[config.mk]
export PLATFORM = sky130hd
export DESIGN_NAME = reduction_accumulator_flat
export DESIGN_NICKNAME = d
export VERILOG_FILES = /design/src/rtl/reduction_accumulator_if.sv /design/src/rtl/reduction_accumulator.sv /design/src/flat_wrapper.sv
export SDC_FILE = /design/constraint.sdc
export NUM_CORES = 1
export LEC_CHECK = 0
export CORE_MARGIN = 4
export CORE_UTILIZATION = 45
export CTS_BUF_LIST = sky130_fd_sc_hd__clkbuf_8
export DETAILED_ROUTE_END_ITERATION = 6
export PLACE_DENSITY_LB_ADDON = 0.12
export SLEW_MARGIN = 40
export SYNTH_ARGS = -nofsm -noshare
export SYNTH_HDL_FRONTEND = slang
export SYNTH_SLANG_ARGS = --single-unit
[constraint.sdc]
create_clock -name clk -period 4.53 [get_ports clk]
set_input_delay 1.359 -clock clk [delete_from_list [all_inputs] [get_ports clk]]
set_output_delay 1.359 -clock clk [all_outputs]
set_load 0.05 [all_outputs]
[src/rtl/reduction_accumulator_if.sv]
// ============================================================================
// Module      : reduction_accumulator_if
// Description : Flit-in / reduced-flit-out handshake bundle of the reduction
//               accumulator.
// Revision    : 1.0 - initial release
// ============================================================================
`default_nettype none

interface reduction_accumulator_if #(
    parameter int FLIT_SIZE = 82,
    parameter int CNT_W     = 3
);
    logic [FLIT_SIZE-1:0] in;
    logic                 in_valid;
    logic                 in_ready;
    logic [CNT_W-1:0]     expected_cnt;
    logic [1:0]           op;
    logic [FLIT_SIZE-1:0] out;
    logic                 out_valid;
    logic                 out_ready;
    logic                 out_ovf;
    logic                 busy;

    modport master (
        output in, in_valid, expected_cnt, op, out_ready,
        input  in_ready, out, out_valid, out_ovf, busy
    );

    modport slave (
        input  in, in_valid, expected_cnt, op, out_ready,
        output in_ready, out, out_valid, out_ovf, busy
    );
endinterface

`default_nettype wire

[src/rtl/reduction_accumulator.sv]
// ============================================================================
// Module      : reduction_accumulator
// Description : Combines the data fields of N flits with sum/max/min/or and
//               emits one reduced flit carrying the first flit's header.
// Revision    : 1.0 - initial release
// ============================================================================
`default_nettype none

module reduction_accumulator #(
    parameter int FLIT_SIZE = 82,
    parameter int DATA_W    = 32,
    parameter int CNT_W     = 3
) (
    input  wire logic              clk,
    input  wire logic              rst,
    reduction_accumulator_if.slave bus
);

    localparam int c_HDR_W = FLIT_SIZE - DATA_W;

    localparam logic [1:0] c_ST_IDLE  = 2'd0;
    localparam logic [1:0] c_ST_ACCUM = 2'd1;
    localparam logic [1:0] c_ST_SEND  = 2'd2;

    localparam logic [1:0] c_OP_SUM = 2'd0;
    localparam logic [1:0] c_OP_MAX = 2'd1;
    localparam logic [1:0] c_OP_MIN = 2'd2;
    localparam logic [1:0] c_OP_OR  = 2'd3;

    localparam logic [CNT_W-1:0] c_CNT_ONE = {{(CNT_W-1){1'b0}}, 1'b1};

    logic [1:0]           r_state;
    logic [DATA_W-1:0]    r_acc;
    logic [c_HDR_W-1:0]   r_hdr;
    logic [CNT_W-1:0]     r_cnt;
    logic [CNT_W-1:0]     r_exp;
    logic [1:0]           r_op;
    logic                 r_ovf;
    logic [FLIT_SIZE-1:0] r_out;
    logic                 r_out_valid;
    logic                 r_out_ovf;
    logic                 r_busy;

    logic                 w_in_ready;
    logic                 w_accept;
    logic [DATA_W-1:0]    w_din;
    logic [c_HDR_W-1:0]   w_hdr_in;
    logic [DATA_W-1:0]    w_sum;
    logic                 w_step_ovf;
    logic [DATA_W-1:0]    w_acc_nxt;
    logic                 w_ovf_nxt;
    logic [CNT_W-1:0]     w_cnt_nxt;
    logic [CNT_W-1:0]     w_exp_eff;

    // Ready drops with reset itself, not only with the registered state.
    assign w_in_ready = rst && (r_state != c_ST_SEND);
    assign w_accept   = bus.in_valid && w_in_ready;
    assign w_din      = bus.in[DATA_W-1:0];
    assign w_hdr_in   = bus.in[FLIT_SIZE-1:DATA_W];
    assign w_sum      = r_acc + w_din;
    assign w_step_ovf = (r_acc[DATA_W-1] == w_din[DATA_W-1]) &&
                        (w_sum[DATA_W-1] != r_acc[DATA_W-1]);
    assign w_cnt_nxt  = r_cnt + c_CNT_ONE;
    assign w_exp_eff  = (bus.expected_cnt == '0) ? c_CNT_ONE : bus.expected_cnt;

    always_comb begin
        w_acc_nxt = r_acc;
        w_ovf_nxt = r_ovf;
        case (r_op)
            c_OP_SUM: begin
                w_acc_nxt = w_sum;
                w_ovf_nxt = r_ovf | w_step_ovf;
            end
            c_OP_MAX: w_acc_nxt = ($signed(w_din) > $signed(r_acc)) ? w_din : r_acc;
            c_OP_MIN: w_acc_nxt = ($signed(w_din) < $signed(r_acc)) ? w_din : r_acc;
            c_OP_OR:  w_acc_nxt = r_acc | w_din;
            default:  w_acc_nxt = r_acc;
        endcase
    end

    always_ff @(posedge clk or negedge rst) begin
        if (!rst) begin
            r_state     <= c_ST_IDLE;
            r_acc       <= '0;
            r_hdr       <= '0;
            r_cnt       <= '0;
            r_exp       <= '0;
            r_op        <= '0;
            r_ovf       <= 1'b0;
            r_out       <= '0;
            r_out_valid <= 1'b0;
            r_out_ovf   <= 1'b0;
            r_busy      <= 1'b0;
        end else begin
            case (r_state)
                c_ST_IDLE: begin
                    if (w_accept) begin
                        r_acc  <= w_din;
                        r_hdr  <= w_hdr_in;
                        r_op   <= bus.op;
                        r_ovf  <= 1'b0;
                        r_cnt  <= c_CNT_ONE;
                        r_exp  <= w_exp_eff;
                        r_busy <= 1'b1;
                        if (w_exp_eff == c_CNT_ONE) begin
                            r_state     <= c_ST_SEND;
                            r_out       <= bus.in;
                            r_out_valid <= 1'b1;
                            r_out_ovf   <= 1'b0;
                        end else begin
                            r_state <= c_ST_ACCUM;
                        end
                    end
                end
                c_ST_ACCUM: begin
                    if (w_accept) begin
                        r_acc <= w_acc_nxt;
                        r_ovf <= w_ovf_nxt;
                        r_cnt <= w_cnt_nxt;
                        // Result is registered on the last accept so it is visible next cycle.
                        if (w_cnt_nxt == r_exp) begin
                            r_state     <= c_ST_SEND;
                            r_out       <= {r_hdr, w_acc_nxt};
                            r_out_valid <= 1'b1;
                            r_out_ovf   <= (r_op == c_OP_SUM) ? w_ovf_nxt : 1'b0;
                        end
                    end
                end
                c_ST_SEND: begin
                    if (bus.out_ready) begin
                        r_state     <= c_ST_IDLE;
                        r_out       <= '0;
                        r_out_valid <= 1'b0;
                        r_out_ovf   <= 1'b0;
                        r_busy      <= 1'b0;
                    end
                end
                default: r_state <= c_ST_IDLE;
            endcase
        end
    end

    assign bus.in_ready  = w_in_ready;
    assign bus.out       = r_out;
    assign bus.out_valid = r_out_valid;
    assign bus.out_ovf   = r_out_ovf;
    assign bus.busy      = r_busy;

endmodule

`default_nettype wire

[src/flat_wrapper.sv]
// flat-port wrapper written by rule: the top's interface ports become plain ports
module reduction_accumulator_flat 
#(
    parameter int FLIT_SIZE = 82,
    parameter int DATA_W    = 32,
    parameter int CNT_W     = 3
)
  (clk, rst, bus_in, bus_in_valid, bus_expected_cnt, bus_op, bus_out_ready, bus_in_ready, bus_out, bus_out_valid, bus_out_ovf, bus_busy);
  reduction_accumulator_if #(.FLIT_SIZE(FLIT_SIZE), .CNT_W(CNT_W)) bus_i ();
  input  wire logic clk;
  input  wire logic rst;
  input wire logic [$bits(bus_i.in)-1:0] bus_in;
  input wire logic [$bits(bus_i.in_valid)-1:0] bus_in_valid;
  input wire logic [$bits(bus_i.expected_cnt)-1:0] bus_expected_cnt;
  input wire logic [$bits(bus_i.op)-1:0] bus_op;
  input wire logic [$bits(bus_i.out_ready)-1:0] bus_out_ready;
  output wire logic [$bits(bus_i.in_ready)-1:0] bus_in_ready;
  output wire logic [$bits(bus_i.out)-1:0] bus_out;
  output wire logic [$bits(bus_i.out_valid)-1:0] bus_out_valid;
  output wire logic [$bits(bus_i.out_ovf)-1:0] bus_out_ovf;
  output wire logic [$bits(bus_i.busy)-1:0] bus_busy;
  assign bus_i.in = bus_in;
  assign bus_i.in_valid = bus_in_valid;
  assign bus_i.expected_cnt = bus_expected_cnt;
  assign bus_i.op = bus_op;
  assign bus_i.out_ready = bus_out_ready;
  assign bus_in_ready = bus_i.in_ready;
  assign bus_out = bus_i.out;
  assign bus_out_valid = bus_i.out_valid;
  assign bus_out_ovf = bus_i.out_ovf;
  assign bus_busy = bus_i.busy;
  reduction_accumulator #(.FLIT_SIZE(FLIT_SIZE), .DATA_W(DATA_W), .CNT_W(CNT_W)) u_core (.clk(clk), .rst(rst), .bus(bus_i));
endmodule
; Yosys cells after proc, flatten, opt, wreduce, memory -nomap -nowiden
; Cells that the tools add are included.
[op_classes]
muxes = 40
addsub = 2
bitwise_logic = 2
reduce_logical = 14
order_cmp = 2
n_eq_ne = 15
[op_table]
columns = cell, n
row1 = $mux W82, 5
row2 = $pmux W82 S3, 1
row3 = $mux W32, 4
row4 = $pmux W32 S4, 1
row5 = $pmux W32 S2, 1
row6 = $add A32 B32 Y32, 1
row7 = $gt A32 B32 Y1, 1
row8 = $lt A32 B32 Y1, 1
row9 = $or A32 B32 Y32, 1
row10 = $mux W1, 14
row11 = $mux W2, 5
row12 = $mux W3, 3
row13 = $ne A2 B1 Y1 const B, 4
row14 = $eq A2 B2 Y1 const B, 3
row15 = $pmux W1 S3, 2
row16 = $pmux W2 S3, 1
row17 = $pmux W3 S2, 1
row18 = $reduce_and A3 Y1, 2
row19 = $reduce_and A6 Y1, 1
row20 = $eq A2 B1 Y1 const B, 2
row21 = $logic_not A2 Y1, 2
row22 = $ne A2 B2 Y1 const B, 2
row23 = $pmux W1 S2, 2
row24 = $reduce_and A4 Y1, 1
row25 = 11 further kinds, 14
[word_totals]
in_bits = 91
reg_bits = 178
output_inout_bits = 86

; Longest topological paths before layout
[depth]
word_depth = 9
depth_mapped = 15
depth_no_buf = 12

; Worst setup path after synthesis
; OpenSTA, ideal clock, no wires.
[synth_path]
path_type = input to register
from = input bus_in[7]
to = register u_core.r_out[24], in the netlist u_core.bus.out[24]
stages = 14
t_required_ns = 4.394
arrival_time_ns = 4.003
setup_time_ns = 0.136
n_path_buf = 3
setup_slack_ns = 0.390
cell_sequence = inv_1 > ha_1 > buf_2 > nor4_2 > nand3_1 > o221a_1 > a31o_1 > buf_6 > a211oi_4 > buf_6 > mux2i_1 > nor2_1 > a2111oi_0 > o21ai_0
[synth_between]
elab_chain_len = 6
elab_cells_between_ends = 9
[synth_lines]
columns = element, line
row1 = from (decl), flat_wrapper.sv:12  ; input wire logic [$bits(bus_i.in)-1:0] bus_in;
row2 = $lt A32 B32 Y1 or $gt A32 B32 Y1 (tied branches), "reduction_accumulator.sv:75, reduction_accumulator.sv:74"
row3 = "$mux W32, on equally long branches", "reduction_accumulator.sv:75, reduction_accumulator.sv:74"
row4 = $pmux W32 S4 *, reduction_accumulator.sv:69  ; case (r_op)
row5 = $mux W82 *, reduction_accumulator.sv:121  ; if (w_cnt_nxt == r_exp) begin
row6 = $mux W82 *, reduction_accumulator.sv:116  ; if (w_accept) begin
row7 = $pmux W82 S3 *, reduction_accumulator.sv:95  ; case (r_state)
row8 = to (signal assigned), reduction_accumulator.sv:107  ; r_out <= bus.in;
row9 = to (signal assigned), reduction_accumulator.sv:123  ; r_out <= {r_hdr, w_acc_nxt};
row10 = to (decl), reduction_accumulator.sv:39  ; logic [FLIT_SIZE-1:0] r_out;
; Every way passes the cells marked *; elsewhere a longest branch is shown, timed or not. The select of a mux whose other input is x is not followed.
; A chain may end at the register's enable or synchronous reset.

; Worst setup path after layout
[layout_path]
from = input bus_in[17]
to = register u_core.r_out[25], in the netlist u_core.bus.out[25]
; Same word-level chain as after synthesis.

==> out/qor.yml <==
outcome: "complete, no violations"
post_drt_wl_per_cell_um: 22.7
synth_xor_area_frac: 0.0171
max_freq_mhz: 227
fp.dieH_um: 177
post_synth_edffs: 0
grt_antenna_before_repair: 1
power.ir.vdd_worst_v: 0.000597
numPlacedInstances: 2133
gp_congestion: 0.982
dp_hpwl_um: 34900
clock_power_share: 0.089
worst_path_most_repeated_cell: "sky130_fd_sc_hd__buf_4"
combPwrFrac: 0.708
critical_path.reg2reg.endpoint: "u_core.bus.out[25]"
first_pass_grt_wire_length_um: 75400
synth.cell_area_sq_um: 12800
ctsHtreeMaxLevel: 4
numPortBuffers: 176
vias: 13000
postSynth.topFlopCell: "sky130_fd_sc_hd__dfrtp_1"
length_in_cells_of_the_worst_reg_to_reg_path: 15
period_share: 0.973
cts_sinks: 178
detail_route.drc_violations: 0
multiInputGateArea_sq_um: 7670
antenna_cells: 0
clock_latency_ns: 0.51
worst_setup_path_start_kind: "input port"
numCtsBuffers: 17
final.setup_skew_ns: 0.0386
async_flop_share: 1.00
leading_post_synthesis_cells_by_cell_area: "sky130_fd_sc_hd__dfrtp_1, sky130_fd_sc_hd__ha_1, sky130_fd_sc_hd__nor2_1, sky130_fd_sc_hd__mux2_2, sky130_fd_sc_hd__a221oi_1"
worstSetupEndpoint: "u_core.bus.out[25]"
pin_count_of_the_biggest_net_entering_global_routing: 143
p_total_mw: 14.4
crit_chain: "clkdlybuf4s50_1 -> inv_1 -> ha_4 -> buf_4 -> nor2b_1 -> o21ai_0 -> buf_4 -> a21oi_2 -> buf_4 -> nor4_4 -> mux2i_1 -> a22oi_1 -> o22ai_1 -> a211oi_1 -> buf_4 -> o21ai_1"
finish.utilization: 0.608
grt.overflow.total: 0
flow.area_growth_from_synthesis_pct: 32.6
num-nets-final: 1970
synth_top_family_by_area: "compound AO/OA/AOI/OAI gates"
first_iter_violations: 1061
yosysMostFrequentCell: "sky130_fd_sc_hd__dfrtp_1"
synth_compound_gate_area_share: 0.238
synth-adder-area-share: 0.0992
route.antenna.remaining_nets: 0
synth-simple-area-share: 0.148
yosysWarningCount: 0
viasPerCell: 5.98
crit_path_max_fanout: 8
p_sw_mw: 7.62
timing_hold_violations_final: 0
crit-reg2reg-launch: "u_core.r_acc[17]"
std_cell_rows: 61
mappedNetlistNets: 1646
tritoncts_clock_tree: "yes"
netSwitchingFraction: 0.530
crit_path_end_kind: "register"
core-area_sq_um: 27900
num-fill-cells: 2533
finalSetupViolations: 0
area.sequential_sq_um: 4450
sequential_to_total_area_share_from_yosys_stat: 0.348
setup_tns_ns: 0
critPathSlowestCell: "sky130_fd_sc_hd__nor4_4"
synth_mux_area_frac: 0.0884
cp_data_required_time_ns: 4.88
criticalPathCategory: "input port to register"
maxSlewHeadroom: 0.442
clockRootBuffer: "sky130_fd_sc_hd__clkbuf_8"
max_cap_viol_count: 0
critPathMaxStageDelay_ns: 0.72
vias_in_the_first_global_route: 12900
floorplan.die_area_sq_um: 31200
post-synth-top-area-cell: "sky130_fd_sc_hd__dfrtp_1"
drt-pass1-iter-count: 5
ys_top_cells_by_count: "sky130_fd_sc_hd__dfrtp_1, sky130_fd_sc_hd__nor2_1, sky130_fd_sc_hd__ha_1"
synth_top_cell_area_share: 0.348
die_w_um: 177
power_density_over_cell_area_nw_per_um2: 847
power_frac_seq: 0.203
grt.total_usage: 0.313
layout_cell_share_with_drive_strength_beyond_1: 0.203
setup_slack_of_the_worst_register_to_register_path_ns: 1.04
syn_area_per_cell_sq_um: 8.81
crit_path_start: "bus_in[17]"
synthesis.instances: 1454
critical_path_arrival_ns: 4.76
io_pins: 177
number_of_different_library_cells_in_the_post_synthesis_netlist: 78
cts.clk_slew.worst_paths_ns: 0.11
wirelength_um: 49300
timing.hold.worst.class: "register to register"
postSynthRegisterBits: 178
tightestPinTransition_ns: 0.835
final_cells: 2169
p_leak_nw: 7.62
max_slew_vio_count: 0
internal-power_mw: 6.76
initial_core_util: 0.459
layout_min_cycle_time_ns: 4.41
cts_buffer_depth: 2
[state kept, by name, summed over array words and instances (netlist names)]
signal                count
u_core.bus.out_ovf        1
u_core.bus.busy           1
u_core.r_state            2
u_core.bus.out_valid      1
u_core.r_hdr             50
u_core.bus.out           82
u_core.r_ovf              1
u_core.r_acc             32
u_core.r_exp              3
u_core.r_cnt              3
u_core.r_op               2
[power by group through the flow]
| stage | Clock (mW) | Combinational (mW) | Sequential [mW] |
|---|---|---|---|
| 2_1_floorplan | 0 | 4.99 | 4.09 |
| 3_3_place_gp | 0 | 9.79 | 2.92 |
| 3_5_place_dp | 0 | 9.91 | 2.94 |
| 4_1_cts | 1.31 | 9.95 | 2.92 |
| 5_1_grt | 1.37 | 10.9 | 3.02 |
| 6_report | 1.28 | 10.2 | 2.92 |
[through the flow]
stage / hold slack (ns) / setup WS [ns] / cell area [sq um]
after global routing: 0.536 / -0.00622 / 17000
after detailed placement: 0.479 / -0.469 / 16400
after global placement: 0.465 / -0.440 / 16400
final: 0.502 / 0.125 / 17000
after CTS: 0.509 / 0.0492 / 16800
after floorplan: 0.465 / 0.390 / 12800
[cell type report]
| cell class | instances | share of cell area |
|---|---|---|
| Sequential cell | 178 | 0.262 |
| Timing Repair Buffer | 409 | 0.212 |
| Multi-Input combinational cell | 1085 | 0.452 |
| Clock inverter | 15 | 0.0131 |
| Inverter | 87 | 0.0192 |
| Clock buffer | 17 | 0.0138 |
| Tap cell | 378 | 0.0278 |
[cell families after synthesis]
kind of cell / count (synthesis)
buffers and inverters: 191
DFF: 178
muxes: 106
AOI/OAI and AO/OA: 447
and+or+nand+nor: 406
adders and majority gates: 101
xor gates and xnor gates: 25
[critical path: cells and delay by family]
family / cells / cell delay (ns)
and+or+nand+nor: 2 / 0.78
muxes: 1 / 0.17
adders and majority gates: 1 / 0.31
buffers and inverters: 6 / 1.31
AOI/OAI and AO/OA: 6 / 0.82
[worst min path at each step]
stage                                    start                    to  cells after the start
after detailed placement    u_core.bus.out[13]    u_core.bus.out[13]                      2
after global routing          u_core.r_hdr[47]      u_core.r_hdr[47]                      1
after floorplan                   u_core.r_ovf          u_core.r_ovf                      2
final                       u_core.bus.out[13]    u_core.bus.out[13]                      2
after global placement    u_core.bus.out_valid  u_core.bus.out_valid                      2
after CTS                   u_core.bus.out[13]    u_core.bus.out[13]                      2
[timing repair]
| item | in CTS | in global routing |
|---|---|---|
| hold buffers | 0 | 0 |
| endpoints found under the setup margin | 0 | 29 |
| buffers inserted | 0 | 2 |
| resized for setup | 0 | 12 |
[cell usage in the layout (no fill, tap or decap), drive strengths merged, types with 4 or more instances in the layout]
master and instances:
o22ai 12, nand2 91, o21a 8, nor4 17, o211ai 15, a21o 13, nand4 16, a31oi 21
a21bo 4, nor2b 16, inv 93, nand3 22, ha 100, buf 233, o2111ai 4, a311oi 9
or3 6, o21ai 105, o21bai 6, xnor2 17, o22a 4, nor2 175, nand2b 4, a211oi 18
clkbuf 19, a21oi 93, nor3 45, xor2 8, and2 4, a221oi 60, dfrtp 178, mux2i 49
o31ai 9, clkdlybuf4s50 174, a22oi 14, mux2 57, a32oi 11, clkinv 8
[per-layer routing]
metal	global-route usage	share of wire
met1	0.426	0.42
met2	0.464	0.43
met4	0.133	0.044
met5	0	0.00026
met3	0.0929	0.10
No activity file was read; power rests on OpenSTA's default activity.
